**src/rtl/cpu_control_pkg.sv**
```systemverilog
// rtl/cpu_control_pkg.sv - shared constants, state encoding and instruction classes for cpu_control
package cpu_pkg;

    localparam int W = 16;

    localparam logic [2:0] OPC_MOV = 3'b110;
    localparam logic [2:0] OPC_ALU = 3'b101;

    localparam logic [1:0] OP_MOV_REG = 2'b00;
    localparam logic [1:0] OP_MOV_IMM = 2'b10;
    localparam logic [1:0] OP_ADD     = 2'b00;
    localparam logic [1:0] OP_CMP     = 2'b01;
    localparam logic [1:0] OP_AND     = 2'b10;
    localparam logic [1:0] OP_MVN     = 2'b11;

    localparam logic [1:0] VSEL_C     = 2'b00;
    localparam logic [1:0] VSEL_PC    = 2'b01;
    localparam logic [1:0] VSEL_IMM8  = 2'b10;
    localparam logic [1:0] VSEL_MDATA = 2'b11;

    localparam logic [2:0] S_WAIT      = 3'd0;
    localparam logic [2:0] S_DECODE    = 3'd1;
    localparam logic [2:0] S_GET_A     = 3'd2;
    localparam logic [2:0] S_GET_B     = 3'd3;
    localparam logic [2:0] S_ALU       = 3'd4;
    localparam logic [2:0] S_WRITE_RD  = 3'd5;
    localparam logic [2:0] S_WRITE_IMM = 3'd6;

    typedef enum logic [2:0] {
        CLS_ILLEGAL,
        CLS_MOV_IMM,
        CLS_MOV_REG,
        CLS_BINARY,
        CLS_CMP,
        CLS_MVN
    } instr_cls_e;

    typedef struct packed {
        logic [1:0] vsel;
        logic       loada;
        logic       loadb;
        logic       loadc;
        logic       loads;
        logic       write;
        logic       asel;
        logic       bsel;
        logic [2:0] readnum;
        logic [2:0] writenum;
    } ctrl_t;

    function automatic instr_cls_e classify(input logic [2:0] opcode, input logic [1:0] op);
        instr_cls_e cls;
        cls = CLS_ILLEGAL;
        if (opcode == OPC_MOV && op == OP_MOV_IMM) begin
            cls = CLS_MOV_IMM;
        end else if (opcode == OPC_MOV && op == OP_MOV_REG) begin
            cls = CLS_MOV_REG;
        end else if (opcode == OPC_ALU) begin
            case (op)
                OP_ADD, OP_AND: cls = CLS_BINARY;
                OP_CMP:         cls = CLS_CMP;
                default:        cls = CLS_MVN;
            endcase
        end
        return cls;
    endfunction

endpackage

```
**src/rtl/cpu_control_if.sv**
```systemverilog
// rtl/cpu_control_if.sv - instruction input and datapath control bundle (illegal only with CPU_CONTROL_ILLEGAL_TRAP_EN)
interface cpu_control_if;
    import cpu_pkg::*;

    logic         s;
    logic         load;
    logic [W-1:0] in;
    logic         w;
    logic [1:0]   vsel;
    logic         loada;
    logic         loadb;
    logic         loadc;
    logic         loads;
    logic         write;
    logic         asel;
    logic         bsel;
    logic [2:0]   readnum;
    logic [2:0]   writenum;
    logic [1:0]   shift;
    logic [1:0]   ALUop;
    logic [W-1:0] sximm5;
    logic [W-1:0] sximm8;
`ifdef CPU_CONTROL_ILLEGAL_TRAP_EN
    logic         illegal;
`endif

    modport master (
        output s, load, in,
        input  w, vsel, loada, loadb, loadc, loads, write, asel, bsel,
        input  readnum, writenum, shift, ALUop, sximm5, sximm8
`ifdef CPU_CONTROL_ILLEGAL_TRAP_EN
        , input illegal
`endif
    );

    modport slave (
        input  s, load, in,
        output w, vsel, loada, loadb, loadc, loads, write, asel, bsel,
        output readnum, writenum, shift, ALUop, sximm5, sximm8
`ifdef CPU_CONTROL_ILLEGAL_TRAP_EN
        , output illegal
`endif
    );

endinterface

```
**src/rtl/cpu_control_instr_dec.sv**
```systemverilog
// rtl/cpu_control_instr_dec.sv - combinational instruction field extraction and immediate sign extension
module instr_dec
    import cpu_pkg::*;
(
    input  logic [W-1:0] ir_i,
    output logic [1:0]   op_o,
    output logic [2:0]   rn_o,
    output logic [2:0]   rd_o,
    output logic [1:0]   sh_o,
    output logic [2:0]   rm_o,
    output logic [W-1:0] sximm5_o,
    output logic [W-1:0] sximm8_o,
    output instr_cls_e   cls_o
);

    assign op_o     = ir_i[12:11];
    assign rn_o     = ir_i[10:8];
    assign rd_o     = ir_i[7:5];
    assign sh_o     = ir_i[4:3];
    assign rm_o     = ir_i[2:0];
    assign sximm5_o = {{(W-5){ir_i[4]}}, ir_i[4:0]};
    assign sximm8_o = {{(W-8){ir_i[7]}}, ir_i[7:0]};
    assign cls_o    = classify(ir_i[15:13], ir_i[12:11]);

endmodule

```
**src/rtl/cpu_control.sv**
```systemverilog
// rtl/cpu_control.sv - Moore FSM controller for the 16-bit datapath; optional trap via CPU_CONTROL_ILLEGAL_TRAP_EN
module cpu_control
    import cpu_pkg::*;
#(
    parameter int W = 16
) (
    input  logic          clk,
    input  logic          reset_n,
    cpu_control_if.slave  bus
);

    logic [2:0]   state_q, state_d;
    logic [W-1:0] ir_q;
    logic         ir_load;
    logic         start_blocked;
    ctrl_t        ctrl;

    logic [1:0]   op;
    logic [2:0]   rn, rd, rm;
    logic [1:0]   sh;
    logic [W-1:0] sximm5, sximm8;
    instr_cls_e   cls;

    instr_dec u_dec (
        .ir_i     (ir_q),
        .op_o     (op),
        .rn_o     (rn),
        .rd_o     (rd),
        .sh_o     (sh),
        .rm_o     (rm),
        .sximm5_o (sximm5),
        .sximm8_o (sximm8),
        .cls_o    (cls)
    );

    // IR only moves while idle, so cls is stable for the whole instruction
    assign ir_load = bus.load && (state_q == S_WAIT);

`ifdef CPU_CONTROL_ILLEGAL_TRAP_EN
    logic illegal_q;

    always_ff @(posedge clk or negedge reset_n) begin
        if (!reset_n) begin
            illegal_q <= 1'b0;
        end else if (state_q == S_DECODE && cls == CLS_ILLEGAL) begin
            illegal_q <= 1'b1;
        end
    end

    assign start_blocked = illegal_q;
    assign bus.illegal   = illegal_q;
`else
    assign start_blocked = 1'b0;
`endif

    always_ff @(posedge clk or negedge reset_n) begin
        if (!reset_n) begin
            state_q <= S_WAIT;
            ir_q    <= '0;
        end else begin
            state_q <= state_d;
            if (ir_load) begin
                ir_q <= bus.in;
            end
        end
    end

    always_comb begin
        state_d = state_q;
        case (state_q)
            S_WAIT: begin
                if (bus.s && !start_blocked) begin
                    state_d = S_DECODE;
                end
            end
            S_DECODE: begin
                case (cls)
                    CLS_MOV_IMM:          state_d = S_WRITE_IMM;
                    CLS_BINARY, CLS_CMP:  state_d = S_GET_A;
                    CLS_MOV_REG, CLS_MVN: state_d = S_GET_B;
                    default:              state_d = S_WAIT;
                endcase
            end
            S_GET_A:     state_d = S_GET_B;
            S_GET_B:     state_d = S_ALU;
            S_ALU:       state_d = (cls == CLS_CMP) ? S_WAIT : S_WRITE_RD;
            S_WRITE_RD:  state_d = S_WAIT;
            S_WRITE_IMM: state_d = S_WAIT;
            default:     state_d = S_WAIT;
        endcase
    end

    always_comb begin
        ctrl = '0;
        case (state_q)
            S_GET_A: begin
                ctrl.readnum = rn;
                ctrl.loada   = 1'b1;
            end
            S_GET_B: begin
                ctrl.readnum = rm;
                ctrl.loadb   = 1'b1;
            end
            S_ALU: begin
                // MOV-reg and MVN ignore Ain, so feed zero instead of a stale A
                ctrl.asel  = (cls == CLS_MOV_REG) || (cls == CLS_MVN);
                ctrl.loads = (cls == CLS_CMP);
                ctrl.loadc = (cls != CLS_CMP);
            end
            S_WRITE_RD: begin
                ctrl.writenum = rd;
                ctrl.vsel     = VSEL_C;
                ctrl.write    = 1'b1;
            end
            S_WRITE_IMM: begin
                ctrl.writenum = rn;
                ctrl.vsel     = VSEL_IMM8;
                ctrl.write    = 1'b1;
            end
            default: ctrl = '0;
        endcase
    end

    assign bus.w        = (state_q == S_WAIT);
    assign bus.vsel     = ctrl.vsel;
    assign bus.loada    = ctrl.loada;
    assign bus.loadb    = ctrl.loadb;
    assign bus.loadc    = ctrl.loadc;
    assign bus.loads    = ctrl.loads;
    assign bus.write    = ctrl.write;
    assign bus.asel     = ctrl.asel;
    assign bus.bsel     = ctrl.bsel;
    assign bus.readnum  = ctrl.readnum;
    assign bus.writenum = ctrl.writenum;
    // MOV-reg encodes op=00, so passing op through gives the required ALUop=00
    assign bus.shift    = sh;
    assign bus.ALUop    = op;
    assign bus.sximm5   = sximm5;
    assign bus.sximm8   = sximm8;

endmodule

```
**src/flat_wrapper.sv**
```systemverilog
// flat-port wrapper written by rule: the top's interface ports become plain ports
module cpu_control_flat import cpu_pkg::*;
#(
    parameter int W = 16
)
  (clk, reset_n, bus_s, bus_load, bus_in, bus_w, bus_vsel, bus_loada, bus_loadb, bus_loadc, bus_loads, bus_write, bus_asel, bus_bsel, bus_readnum, bus_writenum, bus_shift, bus_ALUop, bus_sximm5, bus_sximm8);
  cpu_control_if bus_i ();
  input  logic clk;
  input  logic reset_n;
  input wire logic [$bits(bus_i.s)-1:0] bus_s;
  input wire logic [$bits(bus_i.load)-1:0] bus_load;
  input wire logic [$bits(bus_i.in)-1:0] bus_in;
  output wire logic [$bits(bus_i.w)-1:0] bus_w;
  output wire logic [$bits(bus_i.vsel)-1:0] bus_vsel;
  output wire logic [$bits(bus_i.loada)-1:0] bus_loada;
  output wire logic [$bits(bus_i.loadb)-1:0] bus_loadb;
  output wire logic [$bits(bus_i.loadc)-1:0] bus_loadc;
  output wire logic [$bits(bus_i.loads)-1:0] bus_loads;
  output wire logic [$bits(bus_i.write)-1:0] bus_write;
  output wire logic [$bits(bus_i.asel)-1:0] bus_asel;
  output wire logic [$bits(bus_i.bsel)-1:0] bus_bsel;
  output wire logic [$bits(bus_i.readnum)-1:0] bus_readnum;
  output wire logic [$bits(bus_i.writenum)-1:0] bus_writenum;
  output wire logic [$bits(bus_i.shift)-1:0] bus_shift;
  output wire logic [$bits(bus_i.ALUop)-1:0] bus_ALUop;
  output wire logic [$bits(bus_i.sximm5)-1:0] bus_sximm5;
  output wire logic [$bits(bus_i.sximm8)-1:0] bus_sximm8;
  assign bus_i.s = bus_s;
  assign bus_i.load = bus_load;
  assign bus_i.in = bus_in;
  assign bus_w = bus_i.w;
  assign bus_vsel = bus_i.vsel;
  assign bus_loada = bus_i.loada;
  assign bus_loadb = bus_i.loadb;
  assign bus_loadc = bus_i.loadc;
  assign bus_loads = bus_i.loads;
  assign bus_write = bus_i.write;
  assign bus_asel = bus_i.asel;
  assign bus_bsel = bus_i.bsel;
  assign bus_readnum = bus_i.readnum;
  assign bus_writenum = bus_i.writenum;
  assign bus_shift = bus_i.shift;
  assign bus_ALUop = bus_i.ALUop;
  assign bus_sximm5 = bus_i.sximm5;
  assign bus_sximm8 = bus_i.sximm8;
  cpu_control #(.W(W)) u_core (.clk(clk), .reset_n(reset_n), .bus(bus_i));
endmodule
```
**config.mk**
```make
export PLATFORM = sky130hd
export DESIGN_NAME = cpu_control_flat
export DESIGN_NICKNAME = d
export VERILOG_FILES = /design/src/rtl/cpu_control_pkg.sv /design/src/rtl/cpu_control_if.sv /design/src/rtl/cpu_control_instr_dec.sv /design/src/rtl/cpu_control.sv /design/src/flat_wrapper.sv
export SDC_FILE = /design/constraint.sdc
export NUM_CORES = 1
export LEC_CHECK = 0
export BUFFER_PORTS_ARGS = -buffer_cell sky130_fd_sc_hd__buf_2
export CORE_ASPECT_RATIO = 1.1
export CORE_MARGIN = 2
export CORE_UTILIZATION = 30
export CTS_CLUSTER_SIZE = 30
export DETAILED_ROUTE_END_ITERATION = 10
export HOLD_SLACK_MARGIN = 0.1
export PLACE_DENSITY_LB_ADDON = 0.05
export SYNTH_ARGS = -nofsm -noshare
export SYNTH_HDL_FRONTEND = slang
export SYNTH_HIERARCHICAL = 1
export SYNTH_SLANG_ARGS = --single-unit
```
**constraint.sdc**
```tcl
create_clock -name clk -period 4.7 [get_ports clk]
set_input_delay 0.235 -clock clk [delete_from_list [all_inputs] [get_ports clk]]
set_output_delay 0.235 -clock clk [all_outputs]
set_load 0.005 [all_outputs]
```
==> summary.txt, run 1 <==
Clock tree
  • Clock sink total: 19
  • PostCTS Resize Cnt: 0
  • Total clock buffers created by CTS: 3
  • H-tree depth: 1
  • Worst skew pair latency: 260 ps
  • Cts hold-fix bufs: 1
  • CTS tree: yes
  • Postcts setup bufs: 0
  • Clock slew at reported path FFs: 80 ps
  • Clock buffer depth: 2
  • Root buffer cell: clkbuf_8

Pwr
  • Cell Pwr Density: roughly 670 nW/µm²
  • Peak supply drop: 204 µV
  • Pleak: 0.764 nW

Floorplanning
  • Die ar.: 5320 µm²
  • I/O pins: 72
  • Initial Util: 0.309
  • Core Rows: 26
  • Core area: 4620 µm²
  • Die Ht: 76.3 µm
  • Horiz. Die Dim: approximately 70 µm

GRT
  • Gr ovfl total: 0
  • Antenna violations before repair: 0
  • First-pass GRT wire length: 4470 µm
  • Vias in the first global route: 887
  • Largest net degree at the start of global routing: 20
  • Gr usage total: 0.104

Critical path
  • WP data arrival: between 1500 and 2000 ps
  • Crit path capture type: output pin
  • CP Launch Type: flop
  • Crit-path max FO: 6
  • Crit Path Category: reg -> out
  • Worst Path Required: 4470 ps

STA
  • Fin. Hold Viols: 0
  • Period utilization: 0.445
  • Fin. max-slew vios: 0
  • Worst Skew: 4.35 ps
  • Setup_tns: 0 ps
  • Max Freq: 478 MHz
  • Endpoints failing setup: 0
  • Minimum clock period: 2090 ps
  • RSZ-0062 raised after global routing: false

Routing
  • Starting DRT DRC Count: 20
  • DR pass1 iterations: 3
  • DRT Wirelength: between 2000 and 3000 µm
  • Post-route ant nets: 0
  • Vias per cell: around 4.3
  • Post-route DRC violation count: 0
  • Post-DR wirelength/cell: 12.9 µm
  • Detailed-route via count: 930

Synth
  • Seq/Total Area, Yosys: 0.334
  • Synthesized area: 1430 µm²
  • Post-synthesis average cell area: 10.4 µm²
  • Warnings, synthesis: 6
  • Cells after Synth: between 100 and 150
  • Yosys reg bits: 19
  • Synth unique cells: 30

Layout
  • Commonest cells after routing, fill and taps aside: buf_2, dfrtp_1, mux2_4
  • ANT cells: 0
  • Layout area overhead: 4.57%
  • Share of layout cells above drive strength 1: 0.575
  • Final instance area: 1490 µm²
  • Most common cell after layout, fill and taps aside: buf_2
  • Fin nets: approximately 180

Run status
  • Status: finished clean

Placement
  • Buffers on Ports: 69
  • Final GP Congestion: between 0.7 and 0.8
  • Post-detail-place hpwl: 2090 µm
  • Cell Area, Placed: between 1000 and 1500 µm²

Min path
  • Hold Crit Class: in -> reg

Run
  • Max cap viols: 0
-- kinds of logic after synthesis --
kind of cell | share of synthesized area
AOI/OAI and AO/OA | 0.0913
and+or+nand+nor | 0.121
DFF | 0.334
other | 0.00263
buffers and inverters | 0.299
muxes | 0.153
-- synthesized netlist by cell type --
master    instances  area (µm²)
a211oi_1          1        7.51
a21oi_1           5        25.0
a22o_1            3        26.3
a22oi_1           3        22.5
and2_1            1        6.26
and2_4            1        8.76
and2b_1           1        7.51
buf_12            1        20.0
buf_4            48         360
buf_6             1        11.3
buf_8             1        15.0
clkbuf_1          1        3.75
conb_1            1        3.75
dfrtp_1          19         475
inv_1             4        15.0
mux2_2            6        67.6
mux2_4           10         150
nand2_1           2        7.51
nand2b_1          2        12.5
nand3_1           1        5.00
nor2_1            7        26.3
nor2b_1           7        43.8
nor3_4            1        16.3
nor3b_1           2        15.0
nor4b_2           1        15.0
o21a_1            2        15.0
o31ai_1           2        15.0
o32a_1            1        10.0
o32ai_1           1        8.76
or3b_1            1        8.76
-- routing by layer --
layer,part of all wire,wire (µm),vias up,global-route usage
met1,0.44,1220,431,0.133
met5,0,0,-,0
met2,0.47,1300,42,0.171
met4,0.0072,20,0,0.0288
li1,-,-,455,-
met3,0.085,236,2,0.0304
-- sequential cells by signal, indices dropped and copies added, names as in the netlist --
register,flops
u_core/state_q,3
u_core/ir_q,16
-- final cells by class --
| type | count | area, µm² |
|---|---|---|
| Clock buffer | 3 | 41.3 |
| Fill cell | 502 | 3130 |
| Multi-Input combinational cell | 63 | 528 |
| Tap cell | 56 | 70.1 |
| Sequential cell | 19 | 475 |
| Clock inverter | 1 | 5.00 |
| Inverter | 4 | 15.0 |
| Timing Repair Buffer | 70 | 355 |
-- worst paths after layout --
check                               endpoint  slack [ps]            start  cells past startpoint
max reg2reg                u_core/state_q[0]        2970  u_core/ir_q[14]                      5
max in group asynchronous  u_core/state_q[0]        3930          reset_n                      2
min                          u_core/ir_q[11]         200       bus_in[11]                      2
min reg2reg                  u_core/ir_q[12]         540  u_core/ir_q[12]                      1
max                                bus_loads        2610  u_core/ir_q[14]                      5
min in group asynchronous     u_core/ir_q[5]         460          reset_n                      2
-- critical path, stage by stage (launching register included) --
cell      delay (ps)
dfrtp_1          400
nand2b_1         180
nor2_1           300
nor3b_1          420
nor2b_1          190
buf_2            120
-- metrics by stage --
step                       util  setup slack [ps]  cells  hold slack, ps  power [W]
after global placement    0.310              2970    211             222   0.000895
after CTS                 0.323              2600    216             193    0.00102
after global routing      0.323              2420    216             197    0.00109
final                     0.323              2610    216             200    0.00100
after floorplan               -              3160    138           -60.6   0.000951
after detailed placement  0.310              2930    211             226   0.000898
-- where the power goes --
part | internal [W] | switching, W | leakage (nW)
registers | 0.000246 | 0.000114 | 0.227
clock network | 0.0000589 | 0.0000578 | 0.0255
logic | 0.000308 | 0.000214 | 0.511
total | 0.000614 | 0.000386 | 0.764
No activity file was read; power rests on OpenSTA's default activity.
==> run 2: changes to the inputs <==
==> constraint.sdc (replaced) <==
create_clock -name clk -period 1.88 [get_ports clk]
set_input_delay 0.094 -clock clk [delete_from_list [all_inputs] [get_ports clk]]
set_output_delay 0.094 -clock clk [all_outputs]
set_load 0.005 [all_outputs]
==> run 2 against run 1 <==
Against the previous run: global-route usage is 0.55 points higher; via count is 9.0% higher; count of clock-buffer cells in the layout stayed put; die area stayed put; combinational power grew to 2.7 times the previous value; clock power is 140% higher; flip-flop and latch count stayed put; largest cell class unchanged; utilization is 4.1 points higher; critical path depth is 1 higher; sequential share of layout area is 3.6 points lower; cell area is 13% higher; total power grew to 2.6 times the previous value.
==> summary.txt, run 2 (same netlist as run 1, synthesis figures left out) <==
Run status
  • Status: finished clean

Floorplanning
  • Core Rows: 26 (unchanged)
  • Die Ht: 76.3 µm (unchanged)
  • Horiz. Die Dim: 69.7 µm (unchanged)
  • Core area: 4620 µm² (unchanged)
  • Initial Util: 0.309 (unchanged)
  • I/O pins: 72 (unchanged)
  • Die ar.: 5320 µm² (unchanged)

Critical path
  • Max stage delay cell, worst path: dfrtp_1
  • WP data arrival: 1660 ps (-200 ps)
  • Critical R2R Capture: u_core/ir_q[14]
  • Crit Path Category: reg -> out
  • Worst reg-to-reg path cell count: 3 (-2)
  • CP Launch Type: flop
  • Reg2Reg Setup Slack: 310 ps (-2660 ps)
  • Max stage delay on crit path: 420 ps (about the same)
  • CP startpoint: u_core/ir_q[13]
  • Reg-to-reg critical path startpoint: u_core/state_q[0]
  • Crit-path max FO: 5 (-1)
  • Crit path capture type: output pin
  • CP endpoint: bus_loads
  • Worst Path Required: 1790 ps (-2680 ps)
  • Worst path cell trace: nand2b_1, a21oi_1, o21a_2, nor3b_2, nor2b_1, buf_2

STA
  • Endpoints failing setup: 0 (unchanged)
  • Worst Skew: 4.48 ps (+0.132 ps)
  • Fin. Hold Viols: 0 (unchanged)
  • Period utilization: 0.934
  • Minimum clock period: 1760 ps
  • RSZ-0062 raised after global routing: true
  • Setup_tns: 0 ps (unchanged)
  • Max Freq: 570 MHz
  • Hold_ws: 242 ps (+41.8 ps)
  • Fin. max-slew vios: 0 (unchanged)

Routing
  • Top Metal Used: met4
  • Post-route DRC violation count: 0 (unchanged)
  • Detailed-route via count: 1014 (+9.0%)
  • DR pass1 iterations: 4 (+1)
  • Starting DRT DRC Count: 23 (+15%)
  • Post-route met1 wirelength: 1350 µm (+11%)
  • Met3 wire length: 207 µm (-12%)
  • DRT Wirelength: 2960 µm (+6.6%)
  • Vias per cell: 4.33 (+0.65%)
  • WL met2: 1380 µm (+6.2%)
  • Post-route ant nets: 0 (unchanged)
  • Post-DR wirelength/cell: 12.6 µm (-1.6%)

Clock tree
  • CTS tree: yes
  • Root buffer cell: clkbuf_8
  • Worst skew pair latency: 250 ps (about the same)
  • Clock buffer depth: 2 (unchanged)
  • Total clock buffers created by CTS: 3 (unchanged)
  • Clock sink total: 19 (unchanged)
  • Clock slew at reported path FFs: 80 ps (about the same)
  • H-tree depth: 1 (unchanged)

Layout
  • Fin nets: 199 (+9.9%)
  • Layout area overhead: 17.7%
  • Top reg by flops: u_core/ir_q
  • Largest registers: u_core/ir_q (16), u_core/state_q (3)
  • Layout Utilization: 0.363 (+0.0406)
  • Commonest cells after routing, fill and taps aside: buf_2, dfrtp_1, dlygate4sd3_1
  • ANT cells: 0 (unchanged)
  • Max reg flops: 16 (unchanged)
  • Most common cell after layout, fill and taps aside: buf_2
  • Share of layout cells above drive strength 1: 0.551 (-0.0244)
  • Final instance area: 1680 µm² (+13%)

Min path
  • Hold Crit Depth: 4 (+2)
  • Hold Crit Class: in -> reg

Pwr
  • Peak supply drop: 453 µV (+120%)
  • Power Total: 0.00257 W (+160%)
  • Cell Pwr Density: 1530 nW/µm² (+130%)
  • Pleak: 0.846 nW (+11%)

GRT
  • First-pass GRT wire length: 4660 µm (+4.3%)
  • Vias in the first global route: 934 (+5.3%)
  • Antenna violations before repair: 0 (unchanged)
  • Gr usage total: 0.109 (+0.00554)
  • Gr ovfl total: 0 (unchanged)
  • Largest net degree at the start of global routing: 20 (unchanged)

Placement
  • Post-detail-place hpwl: 2120 µm (+1.6%)
  • Cell Area, Placed: 1450 µm² (+1.0%)
  • Buffers on Ports: 69 (unchanged)
  • Final GP Congestion: 0.738 (-2.0%)

Run
  • Max cap viols: 0 (unchanged)
## run 2: changes by cell type in the layout (fill, tap and decap cells not counted), sizes merged
cell	delta
buf	+2
dlygate4sd3	+16
## run 2: worst min-delay path by stage
stage,from,end
4_1_cts,bus_s,u_core/state_q[0]
3_5_place_dp,reset_n,u_core/ir_q[5]
3_3_place_gp,reset_n,u_core/ir_q[4]
6_report,bus_s,u_core/state_q[0]
2_1_floorplan,reset_n,u_core/ir_q[0]
5_1_grt,bus_s,u_core/state_q[0]
## run 2: where the power goes
part           internal [W]  switching (W)  leakage, nW
Sequential         0.000616       0.000270        0.227
Clock              0.000147       0.000139       0.0255
Combinational      0.000816       0.000581        0.594
Total               0.00158       0.000990        0.846
## run 2: routing by layer
layer	up-vias	global-route usage
met5	-	0
met4	0	0.0404
met1	479	0.153
met3	2	0.0212
li1	491	-
met2	42	0.167
## run 2: area by class of cell
cell class / count / area [µm²]
clock buffer: 3 / 41.3
sequential: 19 / 475
tap: 56 / 70.1
timing repair buffer: 88 / 531
clock inverter: 1 / 5.00
multi-input combinational: 63 / 541
fill: 507 / 2940
inverter: 4 / 15.0
## run 2: critical path: cells and delay by family, from the launching register on
kind                   cells  cell delay (ps)
AOI/OAI and AO/OA          2              290
buffers and inverters      1              120
DFF                        1              420
and+or+nand+nor            3              570
## run 2: timing repair
action                                 in CTS  in global routing
setup buffers                               0                  0
endpoints found under the hold margin      35                  0
pin swaps                                   0                  0
setup endpoints to repair                   1                  5
hold buffers                               17                  0
resized for setup                           1                  3
## run 2: through the flow
step | setup WS [ps] | std cells
after floorplan | 387 | 138
after global placement | 306 | 213
after detailed placement | 255 | 213
after CTS | 19.4 | 234
after global routing | -55.5 | 234
final | 125 | 234
==> run 3: changes to the inputs <==
--- a/config.mk
+++ b/config.mk
@@ -15,5 +15,4 @@
 export PLACE_DENSITY_LB_ADDON = 0.05
 export SYNTH_ARGS = -nofsm -noshare
 export SYNTH_HDL_FRONTEND = slang
-export SYNTH_HIERARCHICAL = 1
 export SYNTH_SLANG_ARGS = --single-unit
==> run 3 against run 2 <==
Against the previous run: via count down 7.7%; maximum frequency up 1.2%; highest routed layer unchanged; routed wire length down 12%.
==> summary.txt, run 3 <==
STA
  • Minimum clock period: 1740 ps (-20.0 ps)
  • Worst Skew: 5.17 ps (+0.691 ps)
  • Fin. Hold Viols: 0 (unchanged)
  • Endpoints failing setup: 0 (unchanged)
  • RSZ-0062 raised after global routing: false
  • Period utilization: 0.923 (-0.0106)
  • Fin. max-slew vios: 0 (unchanged)
  • Setup_tns: 0 ps (unchanged)
  • Max Freq: 576 MHz (+1.2%)

Synth
  • Cells after Synth: 116 (-15%)
  • Count leader, synth: buf_4
  • Ys flop type: dfrtp_1
  • Synthesized area: 1290 µm² (-9.7%)
  • Most common library cells after synthesis: buf_4, dfrtp_1, mux2_4
  • Cell taking the most area after synthesis: dfrtp_1
  • Post-synth ARST share: 1.00 (unchanged)
  • Top area cells in the synthesized netlist: dfrtp_1, buf_4, mux2_4
  • Post-synthesis average cell area: 11.1 µm² (+6.7%)
  • Synth unique cells: 30 (unchanged)
  • Warnings, synthesis: 0 (-6)
  • EDFF count, synth: 0 (unchanged)
  • Seq/Total Area, Yosys: 0.369 (+0.0357)
  • Synth top area share: 0.369 (+0.0357)
  • Yosys reg bits: 19 (unchanged)

Layout
  • Max reg flops: 16 (unchanged)
  • Most common cell after layout, fill and taps aside: buf_2
  • Layout area overhead: 24.6%
  • Area of the multi-input gates: 480 µm² (-11%)
  • Top reg by flops: u_core.ir_q
  • Fin nets: 188 (-5.5%)
  • ANT cells: 0 (unchanged)
  • Largest registers: u_core.ir_q (16), u_core.state_q (3)
  • Share of layout cells above drive strength 1: 0.563 (+0.0123)
  • Commonest cells after routing, fill and taps aside: buf_2, dfrtp_1, dlygate4sd3_1
  • Fillers: 431 (-15%)
  • Area occupied by registers: 475 µm² (unchanged)
  • Final instance area: 1600 µm² (-4.4%)

Routing
  • Detailed-route via count: 936 (-7.7%)
  • Post-route ant nets: 0 (unchanged)
  • DRT Wirelength: 2610 µm (-12%)
  • Vias per cell: 4.27 (-1.4%)
  • Post-DR wirelength/cell: 11.9 µm (-5.8%)
  • Starting DRT DRC Count: 16 (-30%)
  • DR pass1 iterations: 4 (unchanged)
  • Post-route DRC violation count: 0 (unchanged)

GRT
  • Largest net degree at the start of global routing: 20 (unchanged)
  • Antenna violations before repair: 0 (unchanged)
  • Vias in the first global route: 847 (-9.3%)
  • First-pass GRT wire length: 4120 µm (-12%)
  • Gr usage total: 0.111 (+0.00168)
  • Gr ovfl total: 0 (unchanged)

Critical path
  • Crit-path max FO: 11 (+6)
  • Worst Path Required: 1790 ps (about the same)
  • Crit path capture type: output pin
  • Max stage delay cell, worst path: dfrtp_1
  • CP Launch Type: flop
  • Crit Path Category: reg -> out
  • Max stage delay on crit path: 530 ps (+110 ps)
  • CP top delay family: flip-flops
  • Buffers plus inverters on the worst setup path: 2 (+1)
  • Worst path cell trace: or3b_2, o21bai_4, inv_1, buf_2
  • WP data arrival: 1640 ps (-20 ps)

Placement
  • Cell Area, Placed: 1380 µm² (-4.9%)
  • Post-detail-place hpwl: 1950 µm (-7.8%)
  • Final GP Congestion: 0.776 (+5.3%)
  • Buffers on Ports: 69 (unchanged)

Pwr
  • Sw Ratio: 0.362 (-0.0233)
  • Seq pwr share: 0.380 (+0.035)
  • Clk pwr share: 0.125 (+0.014)
  • Peak supply drop: 536 µV (+18%)
  • Pleak: 0.810 nW (-4.2%)
  • Comb pwr share: 0.495 (-0.049)
  • Internal: 0.00143 W (-9.6%)
  • Switching power: 0.000810 W (-18%)
  • Cell Pwr Density: 1400 nW/µm² (-8.8%)

Floorplanning
  • Initial Util: 0.318 (+0.00909)
  • Core area: 4050 µm² (-12%)
  • Core Rows: 24 (-7.7%)
  • Horiz. Die Dim: 66.5 µm (-4.7%)
  • I/O pins: 72 (unchanged)
  • Die ar.: 4830 µm² (-9.1%)
  • Die Ht: 72.7 µm (-4.7%)

Min path
  • Hold Crit Class: in -> async

Clock tree
  • Clock sink total: 19 (unchanged)
  • PostCTS Resize Cnt: 0 (-1)
  • Clock buffer depth: 2 (unchanged)
  • Root buffer cell: clkbuf_8
  • CTS tree: yes
  • Worst skew pair latency: 250 ps (about the same)
  • Total clock buffers created by CTS: 3 (unchanged)
  • Postcts setup bufs: 0 (unchanged)
  • Clock slew at reported path FFs: 70 ps (about the same)
  • H-tree depth: 1 (unchanged)

Run status
  • Status: finished clean

Run
  • Max cap viols: 0 (unchanged)
## run 3: changes by cell type in the layout (fill, tap and decap cells not counted), moves of 2 or more
cell     previous run  this run
nor2_1              7         3
o31ai_1             2         0
buf_4               2         0
a21oi_1             4         1
o21ai_0             0         2
nor3_1              0         2
## run 3: area by class of cell
| cell class | instances | area share |
|---|---|---|
| inverter | 3 | 0.00702 |
| tap | 52 | 0.0406 |
| multi-input combinational | 54 | 0.300 |
| clock inverter | 1 | 0.00312 |
| clock buffer | 3 | 0.0257 |
| sequential | 19 | 0.296 |
| timing repair buffer | 87 | 0.328 |
## run 3: timing repair
item | in CTS | in global routing
endpoints found under the hold margin | 36 | 0
endpoints found under the setup margin | 0 | 0
hold buffers | 18 | 0
## run 3: kinds of logic (layout without fill, tap and decap cells)
family,count (synthesis),in the layout,share of synthesized area
DFF,19,19,0.369
and+or+nand+nor,21,21,0.103
other,1,2,0.00291
AOI/OAI and AO/OA,15,15,0.0952
buffers and inverters,44,94,0.260
muxes,16,16,0.169
## run 3: worst paths after layout
path / start / end / slack (ps) / cells after the start
max: u_core.state_q[2] / bus_loadc / 140 / 4
min: reset_n / u_core.state_q[2] / 310 / 2
max reg2reg: u_core.state_q[2] / u_core.ir_q[13] / 320 / 3
min reg2reg: u_core.ir_q[6] / u_core.ir_q[6] / 550 / 1
max in group asynchronous: reset_n / u_core.ir_q[8] / 1270 / 2
min in group clk: bus_load / u_core.ir_q[7] / 400 / 3
## run 3: stage by stage
stage	power (W)	setup WS (ps)	hold WS [ps]	utilization	std cells
after detailed placement	0.00197	310	69.3	0.340	197
after global routing	0.00247	50.5	343	0.396	219
after floorplan	0.00200	427	-202	-	117
after CTS	0.00229	121	319	0.396	219
after global placement	0.00196	360	71.0	0.340	197
final	0.00224	145	307	0.396	219
## run 3: power groups by stage
stage / clock network (W) / logic, W / registers, W
5_1_grt: 0.000321 / 0.00123 / 0.000912
3_3_place_gp: 0 / 0.00110 / 0.000854
4_1_cts: 0.000298 / 0.00113 / 0.000864
6_report: 0.000280 / 0.00111 / 0.000851
3_5_place_dp: 0 / 0.00110 / 0.000868
2_1_floorplan: 0 / 0.00119 / 0.000804
## run 3: routing by layer
| layer | wire length (µm) | track usage | part of all wire | up-vias |
|---|---|---|---|---|
| met4 | 10 | 0.0204 | 0.0038 | 0 |
| li1 | - | - | - | 453 |
| met1 | 1050 | 0.127 | 0.40 | 440 |
| met5 | 0 | 0 | 0 | - |
| met2 | 1370 | 0.200 | 0.52 | 41 |
| met3 | 182 | 0.0386 | 0.070 | 2 |
